==> src/rtl/li_credit_sender.sv <==
`default_nettype none
// ============================================================================
// Module   : li_credit_sender
// Brief    : Credit-based latency-insensitive link transmitter. Forwards
//            upstream ready/valid words as single-cycle link pulses while
//            receiver credits remain.
// Revision : 1.0 - initial release
// ============================================================================
module li_credit_sender #(
    parameter int DATA_WIDTH   = 17,
    parameter int N_CREDITS    = 16,
    parameter int CREDIT_WIDTH = $clog2(N_CREDITS + 1)
) (
    input  logic                    clock,
    input  logic                    reset,
    input  logic                    i_valid,
    input  logic [DATA_WIDTH-1:0]   i_data,
    output logic                    o_ready,
    output logic                    o_valid,
    output logic [DATA_WIDTH-1:0]   o_data,
    input  logic                    i_credit,
    output logic [CREDIT_WIDTH-1:0] o_credits,
    output logic                    o_idle,
    output logic                    o_credit_error
);

    localparam logic [CREDIT_WIDTH-1:0] c_full_credits = CREDIT_WIDTH'(N_CREDITS);
    localparam logic [CREDIT_WIDTH-1:0] c_one          = CREDIT_WIDTH'(1);

    logic [CREDIT_WIDTH-1:0] r_credits;
    logic                    r_valid;
    logic [DATA_WIDTH-1:0]   r_data;
    logic                    r_credit_error;
    logic                    w_accept;

    // Ready is gated by reset so nothing is accepted while reset is asserted.
    assign o_ready  = reset && (r_credits != '0);
    assign w_accept = i_valid && o_ready;

    always_ff @(posedge clock) begin
        if (!reset) begin
            r_credits      <= c_full_credits;
            r_valid        <= 1'b0;
            r_data         <= '0;
            r_credit_error <= 1'b0;
        end else begin
            r_valid <= w_accept;
            if (w_accept) begin
                r_data <= i_data;
            end
            // A send and a return in the same cycle cancel out.
            case ({w_accept, i_credit})
                2'b10: r_credits <= r_credits - c_one;
                2'b01: begin
                    if (r_credits == c_full_credits) begin
                        r_credit_error <= 1'b1;
                    end else begin
                        r_credits <= r_credits + c_one;
                    end
                end
                default: r_credits <= r_credits;
            endcase
        end
    end

    assign o_valid        = r_valid;
    assign o_data         = r_data;
    assign o_credits      = r_credits;
    assign o_idle         = (r_credits == c_full_credits);
    assign o_credit_error = r_credit_error;

endmodule
`default_nettype wire

==> config.mk <==
export PLATFORM = sky130hd
export DESIGN_NAME = li_credit_sender
export DESIGN_NICKNAME = d
export VERILOG_FILES = /design/src/rtl/li_credit_sender.sv
export SDC_FILE = /design/constraint.sdc
export NUM_CORES = 1
export LEC_CHECK = 0
export CORE_AREA = 2 2 55 57
export CTS_CLUSTER_DIAMETER = 100
export DETAILED_ROUTE_END_ITERATION = 8
export DIE_AREA = 0 0 57 59
export PLACE_DENSITY = 0.76
export SYNTH_ARGS = -nofsm -noshare
export SYNTH_HDL_FRONTEND = slang
export SYNTH_SLANG_ARGS = --single-unit
==> constraint.sdc <==
create_clock -name clock -period 3.3 [get_ports clock]
set_clock_uncertainty 0.1 [all_clocks]
set_input_delay 0.33 -clock clock [delete_from_list [all_inputs] [get_ports clock]]
set_output_delay 0.33 -clock clock [all_outputs]
set_load 0.05 [all_outputs]
==> results.ini <==
[critical_path]
cp-end-kind = flop
reg2regPathDepth = 8
cp_slowest_stage_delay_ns = 0.59
worstReg2RegStart = o_credits[2]$_SDFFE_PN0P_
cp_cell_sequence = or4_4, o211ai_4, nand2_1, fa_1, a21o_1, a21oi_1, mux2_2, o211ai_1
critical_path_class = reg -> reg
critPathLaunchType = flop
cp.required_ns = 3.44
reg2reg_slack_ns = 0.40
crit_arrival_ns = 3.04
critPathSlowestCell = or4_4
cp_max_fo = 5
r2r_end = o_credits[4]$_SDFFE_PN1P_

[timing]
finalSetupViolations = 0
fin_ws_ns = 0.4043
holdWs_ns = 0.3818
finalMaxSlewViolations = 0
period_minus_slack_ns = 2.896
max_freq_ghz = 0.3453
hold_violations = 0
rsz0062_at_grt = false
fin_tns_setup_ns = 0
tightest_slew_ns = 0.5493
fin_crit_sh_pct = 87.75
relSlewSlack_pct = 63.26

[final_layout]
instances_no_fill = 206
final_common_cell = clkdlybuf4s50_1
drive_gt1_share_pct = 6.286
nNetsFinal = 201
antennaDiodeCount = 0
mostFrequentLayoutCells = clkdlybuf4s50_1, dfxtp_1, inv_1, o21ai_0, nand3_1
area_growth_pct = 48.86
fillers = 258

[yosys]
yosysSeqAreaShare_pct = 43.94
synth_warnings = 0
syn_area_per_cell_sq_um = 8.477
syn_nets = 154
ys_types = 28
synth_area_sq_mm = 0.001094
syn_inst = 129
synth.ff_latch_count = 24

[detailed_routing]
vias_per_cell = 4.966
vias = 1023
drc = 0
routed_wl_um = 2718
dr.pass1.iters = 4
drtIter0Drc = 15
ant_nets = 0
avgRoutedWirePerCell_um = 13.19

[grt]
grt_start_max_net_pins = 37
overflow = 0
grtUsageTotal_pct = 17.58
antenna_found_initial = 0
grt_pass1_wl_um = 4629
grt_pass1_vias = 1070

[clock_tree]
cts.sinks = 24
cts_hold_buf = 0
cts_buffer_depth = 2
path_clk_slew_ns = 0.14
post_cts_resized = 0
postCtsSetupBuffers = 0
cts_buffers = 3
clock_latency_ns = 0.31
cts-root-buf = clkbuf_4
htree_levels = 1
cts_tree = yes

[floorplanning]
num_io_pins = 47
initial_utilization_pct = 40.35
die_y_um = 59
die-area_sq_mm = 0.003363
die_x_um = 57
placementRows = 19
core_area_sq_mm = 0.002710

[placed_design]
place.detailed.hpwl_um = 2039
routabilityCongestion = 0.8518
place_inst = 202
numPortBuffers = 46
dp_slack_ns = 0.4458

[hold_path]
hold_depth = 2
holdCritStartpoint = o_data[12]$_SDFFE_PN0P_
worstHoldPathType = reg -> reg
hold_end = o_data[12]$_SDFFE_PN0P_

[power]
power_mw = 1.489
peakVddDrop_v = 0.0005831
powerDensity_mw_per_mm2 = 914.6
leakage_nw = 0.7104

[run]
drv_cap = 0

[run_status]
status = complete, no violations

-- report_power, final --
part | switching [mW] | internal [mW] | total (mW)
clock network | 0.0893 | 0.123 | 0.212
registers | 0.0722 | 0.357 | 0.429
logic | 0.526 | 0.321 | 0.848
total | 0.688 | 0.801 | 1.49
-- metal layers --
layer / vias to the layer above / wire (um) / global-route usage [%]
met5: - / 0 / 0
met4: 0 / 51 / 6.312
met1: 467 / 1121 / 19.18
met3: 4 / 162 / 4.585
li1: 522 / - / -
met2: 30 / 1383 / 32.84
-- final cells by class --
class / instances / area [sq um] / share of cell area [%]
multi-input cells: 79 / 508.0 / 31.21
clock buffers: 3 / 22.52 / 1.384
flip-flops and latches: 24 / 480.5 / 29.52
repair buffers: 48 / 473.0 / 29.05
well taps: 31 / 38.79 / 2.383
inverters: 20 / 75.07 / 4.612
clock inverters: 1 / 30.03 / 1.845
-- kinds of logic after synthesis --
family	Yosys count	share of synthesized area [%]
flip-flops	24	43.94
buffers and inverters	26	9.611
AO/OA/AOI/OAI	30	17.96
AND/OR/NAND/NOR	39	17.73
multiplexers	5	4.691
XOR/XNOR	1	0.8011
adder cells (fa/ha/maj)	4	5.264
-- registers in the layout, summed over array words and instances, names as in the netlist --
name,count
o_valid,1
o_data,17
o_credit_error,1
o_credits,5
-- per-stage QoR --
step	instance area, sq um	util [%]
6_report	1628	60.06
5_1_grt	1628	60.06
4_1_cts	1628	60.06
3_5_place_dp	1575	58.13
3_3_place_gp	1575	58.13
2_1_floorplan	1094	-
-- synthesized netlist by cell type --
cell / instances / area, sq um
a211oi_1: 1 / 7.510
a21o_1: 2 / 15.01
a21oi_1: 1 / 5.000
a31oi_1: 2 / 12.51
and2_1: 1 / 6.260
buf_2: 2 / 10.01
buf_4: 1 / 7.510
clkbuf_1: 2 / 7.510
clkbuf_2: 1 / 5.000
dfxtp_1: 24 / 480.5
fa_1: 1 / 20.02
ha_1: 3 / 37.54
inv_1: 20 / 75.07
mux2_2: 1 / 11.26
mux2i_1: 4 / 40.04
nand2_1: 9 / 33.78
nand2b_1: 4 / 25.02
nand3_1: 17 / 85.08
nand3b_1: 1 / 7.510
nor2_1: 5 / 18.77
nor4_1: 1 / 6.260
o211a_4: 1 / 17.52
o211ai_1: 2 / 15.01
o211ai_4: 1 / 21.27
o21a_1: 1 / 7.510
o21ai_0: 19 / 95.09
or4_4: 1 / 11.26
xor2_1: 1 / 8.760
-- critical path: cells and delay by family, from the launching register on --
family | cells | cell delay, ns
muxes | 1 | 0.37
DFF | 1 | 0.38
AOI/OAI and AO/OA | 4 | 0.78
and+or+nand+nor | 2 | 0.76
adders and majority gates | 1 | 0.43
-- worst max-delay path by stage --
stage                           endpoint  cells past startpoint                       from  slack (ns)
2_1_floorplan  o_credits[4]$_SDFFE_PN1P_                      9  o_credits[2]$_SDFFE_PN0P_        0.10
3_3_place_gp   o_credits[4]$_SDFFE_PN1P_                      8  o_credits[2]$_SDFFE_PN0P_        0.55
3_5_place_dp   o_credits[4]$_SDFFE_PN1P_                      8  o_credits[2]$_SDFFE_PN0P_        0.45
4_1_cts        o_credits[4]$_SDFFE_PN1P_                      8  o_credits[2]$_SDFFE_PN0P_        0.40
5_1_grt        o_credits[4]$_SDFFE_PN1P_                      8  o_credits[2]$_SDFFE_PN0P_        0.20
6_report       o_credits[4]$_SDFFE_PN1P_                      8  o_credits[2]$_SDFFE_PN0P_        0.40
(Power assumes the default switching activity.)
